**config.mk**
```make
export PLATFORM = sky130hd
export DESIGN_NAME = sync_fifo_prog
export DESIGN_NICKNAME = d
export VERILOG_FILES = /design/src/rtl/sync_fifo_prog.sv
export SDC_FILE = /design/constraint.sdc
export NUM_CORES = 1
export LEC_CHECK = 0
export CAP_MARGIN = 20
export CORE_UTILIZATION = 47
export DETAILED_ROUTE_END_ITERATION = 10
export PLACE_DENSITY = 0.71
export SYNTH_ARGS = -nofsm -noshare
export SYNTH_HDL_FRONTEND = slang
export SYNTH_SLANG_ARGS = --single-unit
```
**constraint.sdc**
```tcl
create_clock -name clk -period 5.8 [get_ports clk]
set_input_delay 1.16 -clock clk [delete_from_list [all_inputs] [get_ports clk]]
set_output_delay 1.16 -clock clk [all_outputs]
set_load 0.005 [all_outputs]
```
**src/rtl/sync_fifo_prog.sv**
```systemverilog
// sync_fifo_prog: single-clock FIFO, standard or FWFT read, live thresholds.
// Define SYNC_FIFO_PROG_PEAK_LEVEL_EN to add the peak_level output.
module sync_fifo_prog #(
  parameter  int WIDTH = 32,
  parameter  int DEPTH = 16,
  parameter  int FWFT  = 0,
  localparam int LW    = $clog2(DEPTH) + 1
) (
  input  logic             clk,
  input  logic             rst_n,
  input  logic             flush,
  input  logic             wren,
  input  logic [WIDTH-1:0] din,
  input  logic             rden,
  output logic [WIDTH-1:0] dout,
  output logic             dout_valid,
  output logic             full,
  output logic             empty,
  output logic [LW-1:0]    level,
  input  logic [LW-1:0]    af_thresh,
  input  logic [LW-1:0]    ae_thresh,
  output logic             almost_full,
  output logic             almost_empty,
  output logic             overflow,
  output logic             underflow,
  input  logic             clr_err
`ifdef SYNC_FIFO_PROG_PEAK_LEVEL_EN
  ,
  output logic [LW-1:0]    peak_level
`endif
);

  localparam int PW = $clog2(DEPTH);
  localparam logic [LW-1:0] DEPTH_L = LW'(DEPTH);
  localparam logic [LW-1:0] ONE_L   = LW'(1);
  localparam logic [PW-1:0] ONE_P   = PW'(1);

  logic [WIDTH-1:0] mem_q [DEPTH];

  logic [PW-1:0]    wr_ptr_q, wr_ptr_d;
  logic [PW-1:0]    rd_ptr_q, rd_ptr_d;
  logic [LW-1:0]    level_q, level_d;
  logic [WIDTH-1:0] dout_q, dout_d;
  logic             dout_valid_q, dout_valid_d;
  logic             overflow_q, overflow_d;
  logic             underflow_q, underflow_d;

  logic             full_w;
  logic             empty_w;
  logic [LW-1:0]    mem_cnt;
  logic             wr_acc;
  logic             rd_acc;
  logic             ovf_evt;
  logic             unf_evt;
  logic             load;

  assign full_w = (level_q == DEPTH_L);

  // In FWFT mode the output register holds one of the counted words.
  assign mem_cnt = (FWFT != 0)
                 ? level_q - LW'(dout_valid_q)
                 : level_q;

  assign empty_w = (FWFT != 0)
                 ? !dout_valid_q
                 : (level_q == '0);

  // Accept/reject decisions from pre-edge state; flush masks everything.
  always_comb begin
    wr_acc  = wren && !full_w  && !flush;
    rd_acc  = rden && !empty_w && !flush;
    ovf_evt = wren && full_w   && !flush;
    unf_evt = rden && empty_w  && !flush;
  end

  // Pointer, level and output-register next state.
  always_comb begin
    wr_ptr_d     = wr_ptr_q;
    rd_ptr_d     = rd_ptr_q;
    level_d      = level_q;
    dout_d       = dout_q;
    dout_valid_d = 1'b0;
    load         = 1'b0;
    if (flush) begin
      wr_ptr_d     = '0;
      rd_ptr_d     = '0;
      level_d      = '0;
      dout_valid_d = 1'b0;
    end else begin
      if (wr_acc) begin
        wr_ptr_d = wr_ptr_q + ONE_P;
      end
      unique case (1'b1)
        wr_acc && !rd_acc: level_d = level_q + ONE_L;
        rd_acc && !wr_acc: level_d = level_q - ONE_L;
        default:           level_d = level_q;
      endcase
      if (FWFT != 0) begin
        dout_valid_d = dout_valid_q && !rd_acc;
        load = (!dout_valid_q || rd_acc)
             && (mem_cnt != '0);
        if (load) begin
          dout_d       = mem_q[rd_ptr_q];
          dout_valid_d = 1'b1;
          rd_ptr_d     = rd_ptr_q + ONE_P;
        end
      end else begin
        if (rd_acc) begin
          dout_d       = mem_q[rd_ptr_q];
          dout_valid_d = 1'b1;
          rd_ptr_d     = rd_ptr_q + ONE_P;
        end
      end
    end
  end

  // Sticky error flags; an event in the clear cycle keeps the flag set.
  always_comb begin
    overflow_d  = (overflow_q  && !clr_err) || ovf_evt;
    underflow_d = (underflow_q && !clr_err) || unf_evt;
  end

  // Storage array; contents are not reset.
  always_ff @(posedge clk) begin
    if (wr_acc) begin
      mem_q[wr_ptr_q] <= din;
    end
  end

  // Control and output registers.
  always_ff @(posedge clk or negedge rst_n) begin
    if (!rst_n) begin
      wr_ptr_q     <= '0;
      rd_ptr_q     <= '0;
      level_q      <= '0;
      dout_q       <= '0;
      dout_valid_q <= 1'b0;
      overflow_q   <= 1'b0;
      underflow_q  <= 1'b0;
    end else begin
      wr_ptr_q     <= wr_ptr_d;
      rd_ptr_q     <= rd_ptr_d;
      level_q      <= level_d;
      dout_q       <= dout_d;
      dout_valid_q <= dout_valid_d;
      overflow_q   <= overflow_d;
      underflow_q  <= underflow_d;
    end
  end

  assign dout         = dout_q;
  assign dout_valid   = dout_valid_q;
  assign full         = full_w;
  assign empty        = empty_w;
  assign level        = level_q;
  assign almost_full  = (level_q >= af_thresh);
  assign almost_empty = (level_q <= ae_thresh);
  assign overflow     = overflow_q;
  assign underflow    = underflow_q;

`ifdef SYNC_FIFO_PROG_PEAK_LEVEL_EN
  logic [LW-1:0] peak_q, peak_d;

  // High-water mark, restarted by flush or clr_err.
  always_comb begin
    peak_d = peak_q;
    if (flush || clr_err) begin
      peak_d = '0;
    end else if (level_q > peak_q) begin
      peak_d = level_q;
    end
  end

  // High-water mark register.
  always_ff @(posedge clk or negedge rst_n) begin
    if (!rst_n) begin
      peak_q <= '0;
    end else begin
      peak_q <= peak_d;
    end
  end

  assign peak_level = peak_q;
`endif

endmodule

```
==> impl_results.md, run 1 <==
- Post-route cell area: approximately 25000 um^2
- Chip width: approximately 220 um
- Post-Syn Nets: 1005
- Antenna Violating Nets Remaining: 0
- Leakage power: 8.03 nW
- Most common cell after layout, fill and taps aside: edfxtp_1
- Ant diodes: 0
- Hold Slack: 0.504 ns
- Top post-synthesis cells by area: edfxtp_1 (71%), mux4_2 (17%), dfrtp_1 (5.5%)
- Least-Margin Pin Slew: about 1.1 ns
- Site Rows: 78
- Post-Syn Area per Cell: about 23 um^2
- Pre-CTS WS: 1.40 ns
- Fin Setup TNS: 0 ns
- Status: finished, final reports clean
- Max transition margin: between 20% and 30%
- Number of global-route vias before repair: roughly 10000
- Skew-Pair Late Insertion Delay: approximately 0.60 ns
- Worst hold path depth: 1
- Asr flop ratio synth: 8.57%
- Vias: 9760
- Tot Pwr: 10.5 mW
- Hold Crit Class: reg -> reg
- Most frequent cells in the layout: edfxtp_1 (512), mux4_2 (160), clkdlybuf4s50_1 (90)
- Setup violators final: 0
- Cell family with most CP delay: buffers and inverters
- DRC viols: 0
- Yosys top cell area share: 70.8%
- Post-synth top flop: edfxtp_1
- Grt ovf: 0
- Worst path buffer plus inverter count: 3
- Pin count of the biggest net entering global routing: 82
- Avg WL per Cell: 25.1 um
- Cell area after synthesis: 21700 um^2
- Yosys reg bits: 560
- CTS Hold Buffers Added: 0
- Worst Path Arrival: roughly 3.2 ns
- Fmax: 229 MHz
- GP Congestion: 0.751
- Cell taking the most area after synthesis: edfxtp_1
- Clk slew on worst S/H paths: 0.06 ns
- RR Endpoint: mem_q[2][5]$_DFFE_PP_
- EDFF count, synth: 512
- RR Startpoint: level[1]$_DFFE_PN0P_
- CP endpoint kind: output port
- Initial Util: a little under half
- Required @ worst endpoint: 4.64 ns
- Core footprint: 45500 um^2
- Worst Slack Setup Final: 1.43 ns
- Filler cells: 3363
- Max incr delay on CP: 0.52 ns
- RSZ-0062 raised after global routing: no
- R2R depth: 6
- Number of vias per cell: ~5.7
- WL final: 42900 um
- Pre-antenna DRT Iters: 5
- Clk sinks: between 500 and 600
- Post-synthesis sequential area ratio: 76.4%
- DR iter-0 viols: 882
- Peak supply drop: 0.000375 V
- Reg2Reg Setup Slack: 2.72 ns
- Warnings, synthesis: 0
- Post-Synthesis Cells: 940
- Io pins: 92
- GRT Overall Usage: 19.0%
- Chip height: around 220 um
- Fin Clk Skew: 0.0104 ns
- Crit-path max FO: 2
- Die Area: 47000 um^2
- CTS tree: yes
- Fin. Hold Viols: 0
- Post-synth cell types: 43
- Fin. max-slew vios: 0
- Share of layout cells above drive strength 1: 29.0%
- Nets: 1132
- Hold_sp: dout[5]$_DFFE_PN0P_
- First-pass GRT wire length: 65500 um
- Tmin final: 4.37 ns
- Synth-to-layout area growth: 16.3%
- CTS root buffer: clkbuf_16
- Max Cap Viol: 0
- CP Launch Type: input port
- Endpoint, Worst Hold: dout[5]$_DFFE_PN0P_
- Pwr/cell area: 415 nW/um^2
- Cell area after placement: 23400 um^2
- Post-CTS Resized: 0
- Crit-path cells: clkdlybuf4s50_1 > inv_1 > ha_1 > nor2b_1 > o21a_1 > o21a_1 > o21a_1 > o22ai_1 > clkdlybuf4s50_1
- CP Class: in -> out
- Post-CTS Setup Bufs: 0
- Dpl hpwl: 24400 um
- CTS Buf Count: 55
- H-tree depth: 2
- Most used cell along the critical path: o21a_1
- Port bufs: 91
- CP max stage cell: clkdlybuf4s50_1
- Initial antenna violation count: 0
- Clock tree buffer depth: 3
- Period utilisation layout: 75.3%
==> cell usage after synthesis, drive strengths merged (7+ instances only) <==
master,n
nor3,8
inv,17
dfrtp,48
buf,23
mux4,160
nand2,12
clkbuf,25
mux2,32
a21oi,7
ha,17
edfxtp,512
nor2,25
==> per-stage QoR <==
| stage | instances | utilization, % |
|---|---|---|
| 2_1_floorplan | 940 | - |
| 3_3_place_gp | 1607 | 51.5 |
| 3_5_place_dp | 1608 | 51.5 |
| 4_1_cts | 1709 | 55.5 |
| 5_1_grt | 1711 | 55.5 |
| 6_report | 1711 | 55.5 |
==> worst reg2reg max path, cell delays in order, from the launching register on <==
cell and delay [ns]:
dfrtp_1 0.60, or4_1 0.23, nor2_1 0.07, nor2_1 0.31, nand2_1 0.30, nor3_2 0.87, buf_4 0.38
==> state kept, by name (all words and copies together), names as in the netlist <==
name and flops:
dout 32, dout_valid 1, level 5, mem_q 512
overflow 1, rd_ptr_q 4, underflow 1, wr_ptr_q 4
==> cell families (layout without fill, tap and decap cells) <==
family	after synthesis	count (layout)	synth area share [%]
compound gates	30	30	0.934
xor+xnor	7	7	0.282
fa+ha+maj	17	17	0.980
buf+inv	65	236	1.59
flops	560	560	76.4
mux	195	195	18.4
simple gates	66	66	1.45
==> report_power, final <==
| group | switching, mW | internal (mW) |
|---|---|---|
| combinational | 0.894 | 1.27 |
| clock | 1.46 | 2.07 |
| sequential | 0.180 | 4.61 |
| total | 2.53 | 7.95 |
==> cell type report <==
| type | count | area (um^2) | area share (%) |
|---|---|---|---|
| Multi-Input combinational cell | 315 | 4890 | 19.4 |
| Sequential cell | 560 | 16600 | 65.7 |
| Clock inverter | 38 | 372 | 1.47 |
| Clock buffer | 63 | 1430 | 5.66 |
| Tap cell | 600 | 751 | 2.97 |
| Inverter | 17 | 63.8 | 0.253 |
| Timing Repair Buffer | 118 | 1150 | 4.55 |
==> how the worst max path moves through the flow <==
| stage | start | slack [ns] | endpoint | cells past startpoint |
|---|---|---|---|---|
| 6_report | ae_thresh[1] | 1.43 | almost_empty | 9 |
| 4_1_cts | ae_thresh[1] | 1.44 | almost_empty | 9 |
| 2_1_floorplan | flush | 1.37 | mem_q[0][0]$_DFFE_PP_ | 5 |
| 3_5_place_dp | flush | 1.40 | mem_q[2][3]$_DFFE_PP_ | 6 |
| 3_3_place_gp | ae_thresh[1] | 1.46 | almost_empty | 9 |
| 5_1_grt | ae_thresh[1] | 1.36 | almost_empty | 9 |
==> per-layer routing <==
| metal | track usage (%) | part of all wire, % | vias to the layer above |
|---|---|---|---|
| li1 | - | - | 4207 |
| met1 | 27.2 | 44 | 5181 |
| met2 | 30.2 | 48 | 313 |
| met3 | 3.40 | 6.1 | 59 |
| met4 | 5.66 | 2.0 | 0 |
| met5 | 0 | 0 | - |
No activity file was read; power rests on OpenSTA's default activity.
==> run 2, diff against run 1 <==
==> constraint.sdc (replaced) <==
create_clock -name clk -period 4.3 [get_ports clk]
set_input_delay 0.86 -clock clk [delete_from_list [all_inputs] [get_ports clk]]
set_output_delay 0.86 -clock clk [all_outputs]
set_load 0.005 [all_outputs]
==> run 2 against run 1 <==
- largest cell class unchanged
- critical endpoint unchanged
- highest routed layer is now met5
- core utilization rose by 0.61 points
- sequential cell count did not move
- die area did not move
==> impl_results.md, run 2 (synthesized netlist as in run 1, its figures left out) <==
- Clk sinks: 560 (unchanged)
- Skew-Pair Late Insertion Delay: 0.60 ns (about the same)
- Period utilisation layout: 88.4%
- Avg WL per Cell: 25.3 um (+0.99%)
- Nets: 1143 (+0.97%)
- Grt ovf: 0 (unchanged)
- Fin Clk Skew: 0.0144 ns (+0.00399 ns)
- Max incr delay on CP: 0.52 ns (about the same)
- Tmin final: roughly 3.8 ns
- Pre-CTS WS: 0.516 ns (-0.888 ns)
- Vias: 10000 (+2.7%)
- Internal: 10.9 mW (+37%)
- CTS root buffer: clkbuf_16
- CP endpoint kind: output port
- Port bufs: 91 (unchanged)
- Worst path buffer plus inverter count: 3 (unchanged)
- Post-CTS Resized: 0 (unchanged)
- Initial Util: 47.7% (unchanged)
- Reg power frac: 45.5% (-0.2 points)
- Number of global-route vias before repair: 10400 (+0.61%)
- Share of layout cells above drive strength 1: 30.9% (+1.9 points)
- Dpl hpwl: 24200 um (-0.57%)
- DRC viols: 0 (unchanged)
- Sw Ratio: 23.9% (-0.22 points)
- Crit-path cells: clkdlybuf4s50_1 > inv_1 > ha_1 > nor2b_1 > o21a_1 > o21a_1 > o21a_1 > o22ai_1 > clkdlybuf4s50_1
- Antenna Violating Nets Remaining: 0 (unchanged)
- Core footprint: 45500 um^2 (unchanged)
- GRT Overall Usage: 19.5% (+0.46 points)
- Gate power share: 20.4% (-0.2 points)
- Cell family with most CP delay: buffers and inverters
- Most common cell after layout, fill and taps aside: edfxtp_1
- CTS Hold Buffers Added: 0 (unchanged)
- Reg2Reg Setup Slack: 1.34 ns (-1.38 ns)
- Worst Path Arrival: 2.94 ns (-0.27 ns)
- Switching Power: 3.43 mW (+35%)
- Fin. max-slew vios: 0 (unchanged)
- Worst Slack Setup Final: 0.501 ns (-0.933 ns)
- Site Rows: 78 (unchanged)
- Clk slew on worst S/H paths: 0.06 ns (about the same)
- GP Congestion: 0.721 (-4.0%)
- Chip height: 217 um (unchanged)
- Number of vias per cell: 5.82 (+2.0%)
- H-tree depth: 2 (unchanged)
- Io pins: 92 (unchanged)
- R2R depth: 6 (unchanged)
- CP Launch Type: input port
- Fmax: 263 MHz
- CTS tree: yes
- First-pass GRT wire length: 66700 um (+1.8%)
- CP Class: in -> out
- Pre-antenna DRT Iters: 5 (unchanged)
- Pin count of the biggest net entering global routing: 68 (-17%)
- WL final: 43700 um (+1.7%)
- RR Startpoint: level[1]$_DFFE_PN0P_
- RR Endpoint: dout[21]$_DFFE_PN0P_
- Most used cell along the critical path: o21a_1
- Least-Margin Pin Slew: 0.787 ns (-0.290 ns)
- Hold Crit Class: in -> async
- Crit-path max FO: 2 (unchanged)
- Clk pwr share: 34.2% (+0.5 points)
- CTS Buf Count: 54 (-1.8%)
- CP max stage cell: clkdlybuf4s50_1
- Tot Pwr: 14.3 mW (+37%)
- Chip width: 217 um (unchanged)
- Leakage power: 8.14 nW (+1.4%)
- Synth-to-layout area growth: 17.6%
- Final core utilization: 56.1% (+0.61 points)
- Post-CTS Setup Bufs: 0 (unchanged)
- Max transition margin: 47.6% (+19 points)
- Most frequent cells in the layout: edfxtp_1 (512), mux4_2 (160), clkdlybuf4s50_1 (90)
- Status: finished, final reports clean
- Max Cap Viol: 0 (unchanged)
- Initial antenna violation count: 2 (+2)
- Pwr/cell area: 561 nW/um^2 (+35%)
- Setup violators final: 0 (unchanged)
- Clock tree buffer depth: 3 (unchanged)
- Fin Setup TNS: 0 ns (unchanged)
- Biggest register: mem_q
- Peak supply drop: 0.000367 V (-2.0%)
- RSZ-0062 raised after global routing: no
- Die Area: 47000 um^2 (unchanged)
- Fin. Hold Viols: 0 (unchanged)
- Required @ worst endpoint: 3.44 ns (-1.20 ns)
- Max FFs per register: 512 (unchanged)
- DR iter-0 viols: 933 (+5.8%)
- Ant diodes: 0 (unchanged)
## run 2: cell count changes in the layout (fill, tap and decap cells not counted)
cell | before | now
clkinv_1 | 15 | 4
buf_12 | 3 | 12
clkbuf_8 | 0 | 9
clkinvlp_4 | 1 | 6
buf_4 | 23 | 27
clkbuf_1 | 7 | 5
buf_6 | 1 | 0
clkbuf_16 | 56 | 55
clkinv_2 | 11 | 12
clkinv_4 | 2 | 1
clkinv_8 | 1 | 0
inv_6 | 1 | 2
## run 2: how the worst max path moves through the flow
| stage | start | to | slack, ns | cells past startpoint |
|---|---|---|---|---|
| 2_1_floorplan | flush | mem_q[0][0]$_DFFE_PP_ | 0.17 | 5 |
| 3_3_place_gp | ae_thresh[1] | almost_empty | 0.56 | 9 |
| 3_5_place_dp | ae_thresh[1] | almost_empty | 0.52 | 9 |
| 4_1_cts | ae_thresh[1] | almost_empty | 0.51 | 9 |
| 5_1_grt | ae_thresh[1] | almost_empty | 0.45 | 9 |
| 6_report | ae_thresh[1] | almost_empty | 0.50 | 9 |
## run 2: metal layers
layer | up-vias | global-route usage, % | wire length, um
met5 | - | 0 | 23
li1 | 4232 | - | -
met4 | 4 | 4.98 | 780
met2 | 341 | 30.8 | 21400
met1 | 5386 | 28.0 | 18600
met3 | 65 | 3.89 | 2870
## run 2: cell type report
| class | instances | area, um^2 |
|---|---|---|
| flip-flops and latches | 560 | 16600 |
| inverters | 17 | 63.8 |
| clock inverters | 32 | 357 |
| clock buffers | 69 | 1520 |
| multi-input cells | 315 | 4890 |
| well taps | 600 | 751 |
| fillers | 3317 | 20000 |
| repair buffers | 130 | 1350 |
## run 2: per-stage QoR
stage / instance area, um^2 / instances / hold slack (ns)
finish: 25500 / 1723 / 0.214
detailed placement: 23600 / 1621 / 0.493
global placement: 23600 / 1621 / 0.487
global route: 25500 / 1723 / 0.236
CTS: 25500 / 1722 / 0.221
floorplan: 21700 / 940 / 0.504
## run 2: worst reg2reg max path, cell delays in order, from the launching register on
cell	delay, ns
dfrtp_1	0.52
nor4_2	0.49
nand2_1	0.23
nand2_1	0.20
or2_2	0.54
buf_4	0.46
mux2_2	0.40
## run 2: power groups by stage
stage	Clock (mW)	Sequential, mW	Combinational, mW
after CTS	5.00	6.52	2.98
after global placement	0	6.62	2.93
after detailed placement	0	6.64	2.96
final	4.89	6.51	2.92
after floorplan	0	6.46	2.11
after global routing	5.21	6.56	3.15
